==> config.mk <==
export PLATFORM = sky130hd
export DESIGN_NAME = sram_axi_arb_flat
export DESIGN_NICKNAME = d
export VERILOG_FILES = /design/src/rtl/sram_axi_arb_pkg.sv /design/src/rtl/sram_axi_arb_if.sv /design/src/rtl/sram_arb_rr.sv /design/src/rtl/sram_axi_arb.sv /design/src/flat_wrapper.sv
export SDC_FILE = /design/constraint.sdc
export NUM_CORES = 1
export LEC_CHECK = 0
export ABC_AREA = 1
export BUFFER_PORTS_ARGS = -buffer_cell sky130_fd_sc_hd__buf_2
export CORE_AREA = 4 4 163 165
export DETAILED_ROUTE_END_ITERATION = 6
export DIE_AREA = 0 0 167 169
export GPL_TIMING_DRIVEN = 0
export PLACE_DENSITY = 0.32
export SLEW_MARGIN = 20
export SYNTH_ARGS = -nofsm -noshare
export SYNTH_HDL_FRONTEND = slang
export SYNTH_HIERARCHICAL = 1
export SYNTH_SLANG_ARGS = --single-unit
==> constraint.sdc <==
create_clock -name clk -period 2.8 [get_ports clk]
set_input_delay 0.42 -clock clk [delete_from_list [all_inputs] [get_ports clk]]
set_output_delay 0.42 -clock clk [all_outputs]
set_load 0.02 [all_outputs]
==> src/rtl/sram_axi_arb_pkg.sv <==
`default_nettype none
// +--------------------------------------------------------------------------+
// | sram_axi_arb_pkg : shared widths, FSM encoding and round-robin helper    |
// | Revision 1.0                                                             |
// +--------------------------------------------------------------------------+
package sram_axi_arb_pkg;

  localparam int MEM_ADDR_W  = 32;
  localparam int MEM_DATA_W  = 32;
  localparam int NUM_MASTERS = 2;

  typedef enum logic [0:0] {
    ST_IDLE    = 1'b0,
    ST_RD_BUSY = 1'b1
  } arb_state_e;

  // A lone requester always wins; contention (or silence) defers to the pointer.
  function automatic logic rr_pick(input logic [1:0] req, input logic ptr);
    case (req)
      2'b01:   return 1'b0;
      2'b10:   return 1'b1;
      default: return ptr;
    endcase
  endfunction

endpackage
`default_nettype wire

==> src/rtl/sram_axi_arb_if.sv <==
`default_nettype none
// +--------------------------------------------------------------------------+
// | sram_axi_arb_if : AXI4-Lite subset (AW/W/AR/R, no B) used on all sides   |
// | Revision 1.0                                                             |
// +--------------------------------------------------------------------------+
interface sram_axi_arb_if
  import sram_axi_arb_pkg::*;
#(
  parameter int AW = MEM_ADDR_W,
  parameter int DW = MEM_DATA_W
) ();

  logic [AW-1:0]   awaddr;
  logic            awvalid;
  logic            awready;
  logic [DW-1:0]   wdata;
  logic [DW/8-1:0] wstrb;
  logic            wvalid;
  logic            wready;
  logic [AW-1:0]   araddr;
  logic            arvalid;
  logic            arready;
  logic [DW-1:0]   rdata;
  logic            rvalid;
  logic            rready;

  modport master (
    output awaddr, awvalid, wdata, wstrb, wvalid, araddr, arvalid, rready,
    input  awready, wready, arready, rdata, rvalid
  );

  modport slave (
    input  awaddr, awvalid, wdata, wstrb, wvalid, araddr, arvalid, rready,
    output awready, wready, arready, rdata, rvalid
  );

endinterface
`default_nettype wire

==> src/rtl/sram_arb_rr.sv <==
`default_nettype none
// +--------------------------------------------------------------------------+
// | sram_arb_rr : 2-way round-robin pointer and same-cycle grant index       |
// | Revision 1.0                                                             |
// +--------------------------------------------------------------------------+
module sram_arb_rr
  import sram_axi_arb_pkg::*;
(
  input  logic       clk,
  input  logic       rst_n,
  input  logic [1:0] req,
  input  logic       hsk,
  output logic       gnt_idx
);

  logic rr_ptr_q;
  logic rr_ptr_d;

  assign gnt_idx = rr_pick(req, rr_ptr_q);

  // After a served transfer the other master becomes the favoured one.
  always_comb begin
    rr_ptr_d = rr_ptr_q;
    if (hsk) begin
      rr_ptr_d = ~gnt_idx;
    end
  end

  always_ff @(posedge clk) begin
    if (!rst_n) begin
      rr_ptr_q <= 1'b0;
    end else begin
      rr_ptr_q <= rr_ptr_d;
    end
  end

endmodule
`default_nettype wire

==> src/rtl/sram_axi_arb.sv <==
`default_nettype none
// +--------------------------------------------------------------------------+
// | sram_axi_arb : two-master AXI4-Lite arbiter in front of the sram slave   |
// | Revision 1.0                                                             |
// +--------------------------------------------------------------------------+
module sram_axi_arb
  import sram_axi_arb_pkg::*;
#(
  parameter int AW = MEM_ADDR_W,
  parameter int DW = MEM_DATA_W
) (
  input  logic           clk,
  input  logic           rst_n,
  sram_axi_arb_if.slave  m0,
  sram_axi_arb_if.slave  m1,
  sram_axi_arb_if.master sram
);

  localparam int SW = DW / 8;

  arb_state_e state_q;
  arb_state_e state_d;
  logic       rd_owner_q;
  logic       rd_owner_d;

  logic [1:0]    w_awvalid;
  logic [1:0]    w_wvalid;
  logic [1:0]    w_arvalid;
  logic [1:0]    w_rready;
  logic [AW-1:0] w_awaddr [2];
  logic [AW-1:0] w_araddr [2];
  logic [DW-1:0] w_wdata  [2];
  logic [SW-1:0] w_wstrb  [2];

  logic [1:0] w_wreq;
  logic [1:0] w_rreq;
  logic [1:0] w_req;
  logic [1:0] w_awready;
  logic [1:0] w_wready;
  logic [1:0] w_arready;
  logic [1:0] w_rvalid;

  logic w_busy;
  logic w_gnt_idx;
  logic w_sel_wr;
  logic w_sel_rd;
  logic w_hsk;
  logic w_ar_hsk;
  logic w_r_hsk;

  assign w_awvalid   = {m1.awvalid, m0.awvalid};
  assign w_wvalid    = {m1.wvalid,  m0.wvalid};
  assign w_arvalid   = {m1.arvalid, m0.arvalid};
  assign w_rready    = {m1.rready,  m0.rready};
  assign w_awaddr[0] = m0.awaddr;
  assign w_awaddr[1] = m1.awaddr;
  assign w_araddr[0] = m0.araddr;
  assign w_araddr[1] = m1.araddr;
  assign w_wdata[0]  = m0.wdata;
  assign w_wdata[1]  = m1.wdata;
  assign w_wstrb[0]  = m0.wstrb;
  assign w_wstrb[1]  = m1.wstrb;

  // Busy is qualified by rst_n so reset immediately looks like IDLE on the ports.
  assign w_busy = rst_n & (state_q == ST_RD_BUSY);
  assign w_wreq = w_awvalid & w_wvalid;
  assign w_rreq = w_arvalid & {2{~w_busy}};
  assign w_req  = w_wreq | w_rreq;

  sram_arb_rr u_rr (
    .clk     (clk),
    .rst_n   (rst_n),
    .req     (w_req),
    .hsk     (w_hsk),
    .gnt_idx (w_gnt_idx)
  );

  assign w_sel_wr = w_wreq[w_gnt_idx];
  assign w_sel_rd = w_rreq[w_gnt_idx] & ~w_sel_wr;

  assign sram.awaddr  = w_awaddr[w_gnt_idx];
  assign sram.awvalid = w_sel_wr;
  assign sram.wdata   = w_wdata[w_gnt_idx];
  assign sram.wstrb   = w_wstrb[w_gnt_idx];
  assign sram.wvalid  = w_sel_wr;
  assign sram.araddr  = w_araddr[w_gnt_idx];
  assign sram.arvalid = w_sel_rd;
  assign sram.rready  = w_busy & w_rready[rd_owner_q];

  assign w_ar_hsk = sram.arvalid & sram.arready;
  assign w_r_hsk  = sram.rvalid & sram.rready;
  assign w_hsk    = (sram.awvalid & sram.awready) | w_ar_hsk;

  // Readies reach only the granted master and only for the operation forwarded,
  // so a master holding a lone AW never observes a phantom handshake.
  for (genvar gi = 0; gi < NUM_MASTERS; gi++) begin : g_master
    logic w_sel;
    assign w_sel          = (w_gnt_idx == 1'(gi));
    assign w_awready[gi]  = w_sel & w_sel_wr & sram.awready;
    assign w_wready[gi]   = w_sel & w_sel_wr & sram.wready;
    assign w_arready[gi]  = w_sel & w_sel_rd & sram.arready;
    assign w_rvalid[gi]   = w_busy & (rd_owner_q == 1'(gi)) & sram.rvalid;
  end

  assign m0.awready = w_awready[0];
  assign m0.wready  = w_wready[0];
  assign m0.arready = w_arready[0];
  assign m0.rvalid  = w_rvalid[0];
  assign m0.rdata   = sram.rdata;
  assign m1.awready = w_awready[1];
  assign m1.wready  = w_wready[1];
  assign m1.arready = w_arready[1];
  assign m1.rvalid  = w_rvalid[1];
  assign m1.rdata   = sram.rdata;

  always_comb begin
    state_d    = state_q;
    rd_owner_d = rd_owner_q;
    case (state_q)
      ST_IDLE: begin
        if (w_ar_hsk) begin
          state_d    = ST_RD_BUSY;
          rd_owner_d = w_gnt_idx;
        end
      end
      ST_RD_BUSY: begin
        if (w_r_hsk) begin
          state_d = ST_IDLE;
        end
      end
      default: state_d = ST_IDLE;
    endcase
  end

  always_ff @(posedge clk) begin
    if (!rst_n) begin
      state_q    <= ST_IDLE;
      rd_owner_q <= 1'b0;
    end else begin
      state_q    <= state_d;
      rd_owner_q <= rd_owner_d;
    end
  end

endmodule
`default_nettype wire

==> src/flat_wrapper.sv <==
// flat-port wrapper written by rule: the top's interface ports become plain ports
module sram_axi_arb_flat import sram_axi_arb_pkg::*;
#(
  parameter int AW = MEM_ADDR_W,
  parameter int DW = MEM_DATA_W
)
  (clk, rst_n, m0_awaddr, m0_awvalid, m0_wdata, m0_wstrb, m0_wvalid, m0_araddr, m0_arvalid, m0_rready, m0_awready, m0_wready, m0_arready, m0_rdata, m0_rvalid, m1_awaddr, m1_awvalid, m1_wdata, m1_wstrb, m1_wvalid, m1_araddr, m1_arvalid, m1_rready, m1_awready, m1_wready, m1_arready, m1_rdata, m1_rvalid, sram_awaddr, sram_awvalid, sram_wdata, sram_wstrb, sram_wvalid, sram_araddr, sram_arvalid, sram_rready, sram_awready, sram_wready, sram_arready, sram_rdata, sram_rvalid);
  sram_axi_arb_if #(.AW(AW), .DW(DW)) m0_i ();
  sram_axi_arb_if #(.AW(AW), .DW(DW)) m1_i ();
  sram_axi_arb_if #(.AW(AW), .DW(DW)) sram_i ();
  input  logic clk;
  input  logic rst_n;
  input wire logic [$bits(m0_i.awaddr)-1:0] m0_awaddr;
  input wire logic [$bits(m0_i.awvalid)-1:0] m0_awvalid;
  input wire logic [$bits(m0_i.wdata)-1:0] m0_wdata;
  input wire logic [$bits(m0_i.wstrb)-1:0] m0_wstrb;
  input wire logic [$bits(m0_i.wvalid)-1:0] m0_wvalid;
  input wire logic [$bits(m0_i.araddr)-1:0] m0_araddr;
  input wire logic [$bits(m0_i.arvalid)-1:0] m0_arvalid;
  input wire logic [$bits(m0_i.rready)-1:0] m0_rready;
  output wire logic [$bits(m0_i.awready)-1:0] m0_awready;
  output wire logic [$bits(m0_i.wready)-1:0] m0_wready;
  output wire logic [$bits(m0_i.arready)-1:0] m0_arready;
  output wire logic [$bits(m0_i.rdata)-1:0] m0_rdata;
  output wire logic [$bits(m0_i.rvalid)-1:0] m0_rvalid;
  input wire logic [$bits(m1_i.awaddr)-1:0] m1_awaddr;
  input wire logic [$bits(m1_i.awvalid)-1:0] m1_awvalid;
  input wire logic [$bits(m1_i.wdata)-1:0] m1_wdata;
  input wire logic [$bits(m1_i.wstrb)-1:0] m1_wstrb;
  input wire logic [$bits(m1_i.wvalid)-1:0] m1_wvalid;
  input wire logic [$bits(m1_i.araddr)-1:0] m1_araddr;
  input wire logic [$bits(m1_i.arvalid)-1:0] m1_arvalid;
  input wire logic [$bits(m1_i.rready)-1:0] m1_rready;
  output wire logic [$bits(m1_i.awready)-1:0] m1_awready;
  output wire logic [$bits(m1_i.wready)-1:0] m1_wready;
  output wire logic [$bits(m1_i.arready)-1:0] m1_arready;
  output wire logic [$bits(m1_i.rdata)-1:0] m1_rdata;
  output wire logic [$bits(m1_i.rvalid)-1:0] m1_rvalid;
  output wire logic [$bits(sram_i.awaddr)-1:0] sram_awaddr;
  output wire logic [$bits(sram_i.awvalid)-1:0] sram_awvalid;
  output wire logic [$bits(sram_i.wdata)-1:0] sram_wdata;
  output wire logic [$bits(sram_i.wstrb)-1:0] sram_wstrb;
  output wire logic [$bits(sram_i.wvalid)-1:0] sram_wvalid;
  output wire logic [$bits(sram_i.araddr)-1:0] sram_araddr;
  output wire logic [$bits(sram_i.arvalid)-1:0] sram_arvalid;
  output wire logic [$bits(sram_i.rready)-1:0] sram_rready;
  input wire logic [$bits(sram_i.awready)-1:0] sram_awready;
  input wire logic [$bits(sram_i.wready)-1:0] sram_wready;
  input wire logic [$bits(sram_i.arready)-1:0] sram_arready;
  input wire logic [$bits(sram_i.rdata)-1:0] sram_rdata;
  input wire logic [$bits(sram_i.rvalid)-1:0] sram_rvalid;
  assign m0_i.awaddr = m0_awaddr;
  assign m0_i.awvalid = m0_awvalid;
  assign m0_i.wdata = m0_wdata;
  assign m0_i.wstrb = m0_wstrb;
  assign m0_i.wvalid = m0_wvalid;
  assign m0_i.araddr = m0_araddr;
  assign m0_i.arvalid = m0_arvalid;
  assign m0_i.rready = m0_rready;
  assign m0_awready = m0_i.awready;
  assign m0_wready = m0_i.wready;
  assign m0_arready = m0_i.arready;
  assign m0_rdata = m0_i.rdata;
  assign m0_rvalid = m0_i.rvalid;
  assign m1_i.awaddr = m1_awaddr;
  assign m1_i.awvalid = m1_awvalid;
  assign m1_i.wdata = m1_wdata;
  assign m1_i.wstrb = m1_wstrb;
  assign m1_i.wvalid = m1_wvalid;
  assign m1_i.araddr = m1_araddr;
  assign m1_i.arvalid = m1_arvalid;
  assign m1_i.rready = m1_rready;
  assign m1_awready = m1_i.awready;
  assign m1_wready = m1_i.wready;
  assign m1_arready = m1_i.arready;
  assign m1_rdata = m1_i.rdata;
  assign m1_rvalid = m1_i.rvalid;
  assign sram_awaddr = sram_i.awaddr;
  assign sram_awvalid = sram_i.awvalid;
  assign sram_wdata = sram_i.wdata;
  assign sram_wstrb = sram_i.wstrb;
  assign sram_wvalid = sram_i.wvalid;
  assign sram_araddr = sram_i.araddr;
  assign sram_arvalid = sram_i.arvalid;
  assign sram_rready = sram_i.rready;
  assign sram_i.awready = sram_awready;
  assign sram_i.wready = sram_wready;
  assign sram_i.arready = sram_arready;
  assign sram_i.rdata = sram_rdata;
  assign sram_i.rvalid = sram_rvalid;
  sram_axi_arb #(.AW(AW), .DW(DW)) u_core (.clk(clk), .rst_n(rst_n), .m0(m0_i), .m1(m1_i), .sram(sram_i));
endmodule
After elaboration in Yosys (flattened, before gate mapping) --
Index checks and enable logic that the tools add are counted.
Word-level totals: input port bits 246, output and inout bits 176, word-level logic and storage cells 61, register bits 3
Cells by class: reduce and logical (&&, ||, !) cells 1, $lt $le $gt $ge 3, equality and inequality tests 2, muxes and demuxes 22, bitwise gates (word level) 30
Operator list (number):
- two-way mux 32 bit | 9
- AND 1 bit | 20
- two-way mux 4 bit | 3
- two-way mux 1 bit | 8
- inverter 1 bit | 5
- AND 2 bit | 2
- < comparator 1 x 2 -> 1 bit, second input constant | 2
- one-hot mux 1 bit (2 select lines) | 2
- == test 2 x 1 -> 1 bit, second input constant | 1
- == test 2 bit, second input constant | 1
- >= comparator 2 bit, second input constant | 1
- inverter 1 -> 2 bit | 1
- OR 2 bit | 1
- AND reduction 2 bit | 1
- OR 1 bit | 1

Longest topological paths before layout --
Gate-level depths: netlist (run 1).
depth after elaboration 13, mapped depth 18, mapped depth without buffers 17

Cells and area by module --
The synthesis (run 1) kept the hierarchy.
Modules (own cells, without submodules):
- sram_axi_arb | area each 2014.4 um^2, cells each 434, sequential area each 40.0 um^2, times used 1
- sram_arb_rr | area each 95.1 um^2, cells each 14, sequential area each 20.0 um^2, times used 1

Worst setup path after synthesis (run 1) --
No wires, ideal clock.
path kind in2out, start in rst_n, end out m0_arready, cell stages on the path 14, buffers on the path 1, data required time 2.380 ns, path slack 0.236 ns, arrival 2.144 ns, cell sequence nand2_2 > nand2_1 > nand2_1 > inv_1 > ha_1 > o21a_1 > buf_6 > inv_6 > nand2_2 > nand2_2 > inv_2 > a21oi_4 > nand2_2 > nor2_1
Between the ends: longest elaborated chain between the ends 12, elaborated cells on any way between the ends 16, those cells by class eq/ne: 2; mux: 5; bitwise: 9
RTL lines:
- start: declaration | line flat_wrapper.sv:12 | input logic rst_n;
- AND 1 bit * | line sram_axi_arb.sv:65 | assign w_busy = rst_n & (state_q == ST_RD_BUSY);
- inverter 1 bit * | line sram_axi_arb.sv:67 | assign w_rreq = w_arvalid & {2{~w_busy}};
- AND 2 bit * | line sram_axi_arb.sv:67
- OR 2 bit * | line sram_axi_arb.sv:68 | assign w_req = w_wreq | w_rreq;
- named net u_core.w_req[0] | line sram_axi_arb.sv:37 | logic [1:0] w_req;
- == test 2 bit / == test 2 x 1 -> 1 bit (equally long branches) | line sram_axi_arb_pkg.sv:19 | case (req)
- one-hot mux 1 bit (2 select lines) * | line sram_axi_arb_pkg.sv:19
- named net u_core.g_master[1].w_sel | line sram_axi_arb.sv:97 | logic w_sel;
- two-way mux 1 bit (not written as such) * (2 in a row) | line sram_axi_arb.sv:78 | assign w_sel_wr = w_wreq[w_gnt_idx];
- named net sram_awvalid | line flat_wrapper.sv:40 | output wire logic [$bits(sram_i.awvalid)-1:0] sram_awvalid;
- inverter 1 bit * | line sram_axi_arb.sv:79 | assign w_sel_rd = w_rreq[w_gnt_idx] & ~w_sel_wr;
- AND 1 bit * | line sram_axi_arb.sv:79
- named net sram_arvalid | line flat_wrapper.sv:45 | output wire logic [$bits(sram_i.arvalid)-1:0] sram_arvalid;
- AND 1 bit * (2 in a row) | line sram_axi_arb.sv:101 | assign w_arready[gi] = w_sel & w_sel_rd & sram.arready;
- end: declaration | line flat_wrapper.sv:23 | output wire logic [$bits(m0_i.arready)-1:0] m0_arready;
Mark *: on every way through the listed nets, which the timed path passes. The rest lies on a longest branch. The select of a mux whose other input is x is not followed.

Worst setup path in the final report (run 1) --
start reg u_core.state_q, end out sram_awaddr[19]
Between the ends: longest elaborated chain between the ends 10, elaborated cells on any way between the ends 11, those cells by class eq/ne: 2; mux: 4; bitwise: 5
RTL lines:
- start: declaration | line sram_axi_arb.sv:21 | arb_state_e state_q;
- start signal: assignment | line sram_axi_arb.sv:140 | state_q <= state_d;
- AND 1 bit * | line sram_axi_arb.sv:65
- inverter 1 bit * | line sram_axi_arb.sv:67
- AND 2 bit * | line sram_axi_arb.sv:67
- OR 2 bit * | line sram_axi_arb.sv:68
- named net u_core.w_req[1] | line sram_axi_arb.sv:37
- == test 2 bit / == test 2 x 1 -> 1 bit (equally long branches) | line sram_axi_arb_pkg.sv:19
- one-hot mux 1 bit (2 select lines) * | line sram_axi_arb_pkg.sv:19
- named net u_core.g_master[1].w_sel | line sram_axi_arb.sv:97
- inverter 1 -> 2 bit (not written as such) * | line sram_axi_arb.sv:81 | assign sram.awaddr = w_awaddr[w_gnt_idx];
- two-way mux 32 bit (not written as such) * (3 in a row) | line sram_axi_arb.sv:81
- end: declaration | line flat_wrapper.sv:39 | output wire logic [$bits(sram_i.awaddr)-1:0] sram_awaddr;
Marks and branches as above.

==> impl_metrics.csv, run 1 <==
group,metric,value,unit
synth,synth_edf_count,0,
synth,ys.flop_type,"dfxtp_1",
worst_setup_path,cp.arrival,2.21,ns
worst_setup_path,startpoint_type,"register",
drt,ant_nets,0,
drt,drt_iter0_markers,120,
worst_setup_path,path_cells,"nand2_4, nand2_1, nand2_1, ha_4, nand2_1, o21a_1, buf_6, inv_6, buf_8, buf_4, nand2_1, nand2_1, buf_2",
clock_network,cts_max_path_buffers,2,
drt,vias,3909,
synth,synth_top_area_frac,0.564,
synth,seq_area_frac_synth,0.0285,
synth,synth_area_leaders,"nand2_1 56%, buf_4 26%, dfxtp_1 2.8%, buf_2 2.1%, inv_1 1.8%",
synth,syn_area,2110,µm²
placed_design,dpl-instance-area,4470,µm²
synth,ys_ff_latch,3,
drt,first_pass_iters,4,
grt,grt_pass1_wl,21900,µm
cells_and_area,nFillCells,2970,
grt,grt-ovfl-total,0,
worst_setup_path,cp_slowest_stage_delay,0.35,ns
clock_network,cts_root_buf,"clkbuf_16",
power,p_total,2.48,mW
timing,setup_viol,0,
clock_network,cts_tree,"done",
clock_network,h-tree-depth,1,
clock_network,clkSinkCount,3,
placed_design,io_buffers,389,
cells_and_area,drive_gt1_frac,0.586,
power,cellPowerDensity,531,nW/µm²
worst_setup_path,crit_slowest_cell,"dfxtp_2",
synth,syn_nets,696,
synth,yosysWarnings,6,
die,io_pins,422,
power,p_leak,3.13,nW
run,max_cap_viol_count,0,
worst_setup_path,rrSetupSlack,0.65,ns
die,initial_core_util,0.0843,
die,fp.dieH,169,µm
worst_setup_path,critPathBufInv,5,
placed_design,place.gp.congestion,0.777,
worst_setup_path,critPathTopFamily,"buffers and inverters",
timing,fin_crit,2.63,ns
worst_setup_path,critPathMaxFanout,10,
die,num_rows,58,
cells_and_area,area_growth,121,%
worst_setup_path,critPathKind,"reg2out",
drt,wl_per_cell,12.8,µm
synth,postSynthCellCount,448,
timing,skew,0.00517,ns
timing,max_slew_margin,0.742,
timing,min_period_over_period,0.940,
die,core,25000,µm²
grt,grt_usage,0.0963,
cells_and_area,diodes,0,
synth,ys_async_sr_fraction,0,
grt,grt_max_degree,11,
worst_setup_path,crit_path_end_kind,"primary output",
drt,drc,0,
placed_design,dp.final_hpwl,13200,µm
worst_hold_path,hold_class,"in2reg",
cells_and_area,regArea,61.3,µm²
grt,antenna_found_initial,0,
worst_setup_path,crit_required,2.38,ns
run_status,outcome,"completed",
power,peakVddDrop,224,µV
die,dieArea,28200,µm²
timing,finalMaxSlewViolations,0,
drt,drt_wl_total,15000,µm
synth,yosysUniqueCellTypes,21,
timing,hold_viol_final,0,
clock_network,clk_pin_slew_worst_paths,0.03,ns
drt,viasPerCell,3.33,
cells_and_area,multi_input_area,1390,µm²
timing,rsz0062_at_grt,"false",
synth,avgSynthCellArea,4.71,µm²
die,die_w,167,µm
worst_setup_path,crit_top_cell,"nand2_1",
synth,synth_top_area_cell,"nand2_1",
synth,synth_commonest_cells,"317 x nand2_1, 73 x buf_4, 10 x inv_1, 9 x buf_2, 8 x nor2_1",
synth,synth_most_common_cell,"nand2_1",
clock_network,clk_latency,0.23,ns
timing,worstMarginPinSlew,0.386,ns
clock_network,cts_buffers,3,
cells_and_area,design_area,4660,µm²
timing,fmax,380,MHz
grt,grt_pass1_vias,3992,
cells_and_area,final_nets,1092,
==> per-stage QoR <==
step | std cells | TNS (ns) | setup WS [ns] | utilization | hold slack (ns)
floorplan | 448 | 0 | 0.236 | - | 0.467
global placement | 1167 | -16.50 | -0.469 | 0.179 | 0.486
detailed placement | 1167 | -15.77 | -0.475 | 0.179 | 0.485
CTS | 1171 | -0.00240 | -0.00122 | 0.184 | 0.454
global route | 1173 | 0 | 0.0103 | 0.186 | 0.488
finish | 1173 | 0 | 0.168 | 0.186 | 0.463
==> power by group <==
part | internal [mW] | switching, mW
Clock | 0.189 | 0.0470
Combinational | 0.782 | 1.40
Sequential | 0.0516 | 0.00675
==> layout make-up <==
cell class | count | area share
Tap cell | 330 | 0.0886
Inverter | 12 | 0.0107
Timing Repair Buffer | 391 | 0.422
Clock buffer | 4 | 0.0169
Buffer | 88 | 0.149
Multi-Input combinational cell | 345 | 0.299
Sequential cell | 3 | 0.0132
==> state kept, by name (all words and copies together) (netlist names) <==
register	flops
u_core/rd_owner_q	1
u_core/state_q	1
u_core/u_rr/rr_ptr_q	1
==> cell usage in the layout (no fill, tap or decap), drive strengths merged <==
cell    count
buf       473
nand2     321
inv        12
clkbuf     10
nor2        8
nand3       5
dfxtp       3
nor3        2
o21a        2
a21oi       2
ha          2
o21ai       1
nand4       1
a21boi      1
==> worst paths after layout <==
path	start	to	cells past startpoint
max	u_core/state_q	sram_awaddr[19]	13
min	rst_n	u_core/rd_owner_q	3
max reg2reg	u_core/state_q	u_core/u_rr/rr_ptr_q	17
min reg2reg	u_core/state_q	u_core/state_q	2
==> logic make-up (layout without fill, tap and decap cells) <==
group	count (synthesis)	count (layout)	share of synthesized area
AOI/OAI and AO/OA	6	6	0.0231
adders and majority gates	2	2	0.0119
buffers and inverters	100	495	0.319
DFF	3	3	0.0285
and+or+nand+nor	337	337	0.617
==> per-layer routing <==
metal	GRT usage	up-vias	routed length [µm]
met5	0	-	0
met2	0.189	250	7890
met1	0.109	1591	5580
met3	0.0184	10	1370
met4	0.0153	0	139
li1	-	2058	-
==> worst min-delay path, stage by stage <==
cell and delay (ns):
buf_2 0.13, nand2_1 0.07, nor2_1 0.03
==> repair_timing <==
item / CTS / global route
endpoints found under the setup margin: 89 / 97
hold buffers: 0 / 0
buffers inserted: 0 / 2
resized for setup: 19 / 14
pin swaps: 0 / 1
No activity file was read; power rests on OpenSTA's default activity.
==> inputs of run 2 (changes only) <==
Settings changed: GPL_TIMING_DRIVEN 0 to default, RECOVER_POWER from default to 25.
==> impl_metrics.csv, run 2 (synthesis results as in run 1) <==
group,metric,value,unit
grt,grt_pass1_vias,3377,
clock_network,cts_root_buf,"clkbuf_16",
timing,rsz0062_at_grt,"false",
timing,setup_viol,0,
worst_hold_path,hold_path_depth,3,
clock_network,clk_pin_slew_worst_paths,0.03,ns
grt,antenna_found_initial,0,
cells_and_area,most-common-layout-cells,"324 x buf_2, 317 x nand2_1, 10 x inv_1",
timing,finalSetupTns,0,ns
die,io_pins,422,
power,p_total,2.12,mW
grt,grt_pass1_wl,16800,µm
drt,drt_iter0_markers,60,
timing,skew,0.000643,ns
drt,viasPerCell,3.26,
placed_design,dp.final_hpwl,10000,µm
run_status,outcome,"completed",
grt,met3_usage,0.0206,
clock_network,clkSinkCount,3,
clock_network,cts_tree,"done",
die,initial_core_util,0.0843,
cells_and_area,final_nets,944,
grt,gr-max-usage-layer,"met2",
die,dieArea,28200,µm²
cells_and_area,diodes,0,
power,p_leak,2.48,nW
die,die_w,167,µm
die,fp.dieH,169,µm
cells_and_area,area_growth,76.8,%
die,num_rows,58,
run,max_cap_viol_count,0,
placed_design,place.gp.congestion,0.749,
timing,worstMarginPinSlew,0.265,ns
drt,drt_wl_total,11600,µm
grt,grt_usage,0.0719,
worst_setup_path,reg2reg_depth,17,
placed_design,dpl.cell_count,1020,
drt,wl_per_cell,11.3,µm
clock_network,clk_latency,0.22,ns
clock_network,cts_buffers,3,
timing,finalMaxSlewViolations,0,
cells_and_area,stdcell_count,1025,
timing,fmax,387,MHz
cells_and_area,final_common_cell,"buf_2",
drt,ant_nets,0,
timing,hold_viol_final,0,
timing,max_slew_margin,0.823,
grt,grt-ovfl-total,0,
power,cellPowerDensity,569,nW/µm²
die,core,25000,µm²
power,peakVddDrop,259,µV
drt,drc,0,
drt,vias,3341,
worst_setup_path,cp.arrival,2.17,ns
worst_setup_path,critPathMaxFanout,15,
clock_network,cts_max_path_buffers,2,
grt,globalRouteMet1Util,0.0741,
cells_and_area,largestRegisters,"u_core/rd_owner_q: 1 flops, u_core/state_q: 1 flops, u_core/u_rr/rr_ptr_q: 1 flops",
worst_hold_path,hold_class,"in2reg",
worst_setup_path,crit_path_end_kind,"primary output",
worst_setup_path,crit_required,2.38,ns
grt,grt_max_degree,58,
grt,grt_util_met2,0.139,
placed_design,io_buffers,325,
timing,fin_crit,2.59,ns
timing,min_period_over_period,0.923,
worst_setup_path,startpoint_type,"register",
clock_network,h-tree-depth,1,
worst_setup_path,critPathKind,"reg2out",
drt,first_pass_iters,4,
cells_and_area,drive_gt1_frac,0.498,
## run 2: final cells by class
type                    instances  area (µm²)
multi-input cells             345        1400
repair buffers                331        1720
clock buffers                   4        78.8
fillers                      2972       21300
inverters                      12        57.6
well taps                     330         413
flip-flops and latches          3        60.1
## run 2: worst paths after layout
check | endpoint | startpoint | slack (ns)
min reg2reg | u_core/state_q | u_core/state_q | 0.50
max reg2reg | u_core/u_rr/rr_ptr_q | u_core/state_q | 0.58
max | m0_arready | u_core/state_q | 0.21
min | u_core/rd_owner_q | rst_n | 0.46
## run 2: critical path: stages (launching register included)
cell and delay, ns:
dfxtp_1 0.36, nand2_2 0.09, nand2_1 0.06, nand2_1 0.10, ha_4 0.30, nand2_1 0.08
o21a_4 0.18, clkinv_8 0.11, nand2_2 0.06, nand2_2 0.09, inv_2 0.06, a21oi_4 0.12
nand2_2 0.09, nor2_1 0.10, buf_4 0.15
## run 2: repair_timing
action / 4_1_cts / 5_1_grt
setup endpoints to repair: 0 / 8
setup buffers: 0 / 1
hold buffers: 0 / 0
resized for setup: 0 / 4
## run 2: routing by layer
metal | vias to the layer above | share of wire
met4 | 0 | 0.026
met1 | 1324 | 0.35
met3 | 24 | 0.12
met5 | - | 0
li1 | 1755 | -
met2 | 238 | 0.50
## run 2: report_power, final
part / leakage, nW / total, mW / internal [mW] / switching (mW)
Clock: 0.0382 / 0.229 / 0.188 / 0.0409
Sequential: 0.0247 / 0.0574 / 0.0511 / 0.00625
Combinational: 2.42 / 1.84 / 0.618 / 1.22
## run 2: stage by stage
stage          utilization  area (µm²)  hold WS [ns]  setup WS (ns)
2_1_floorplan            -        2110         0.467          0.236
3_3_place_gp         0.145        3620         0.511          0.135
3_5_place_dp         0.145        3620         0.497          0.119
4_1_cts              0.148        3700         0.460          0.106
5_1_grt              0.149        3730         0.476         0.0107
6_report             0.149        3730         0.460          0.215
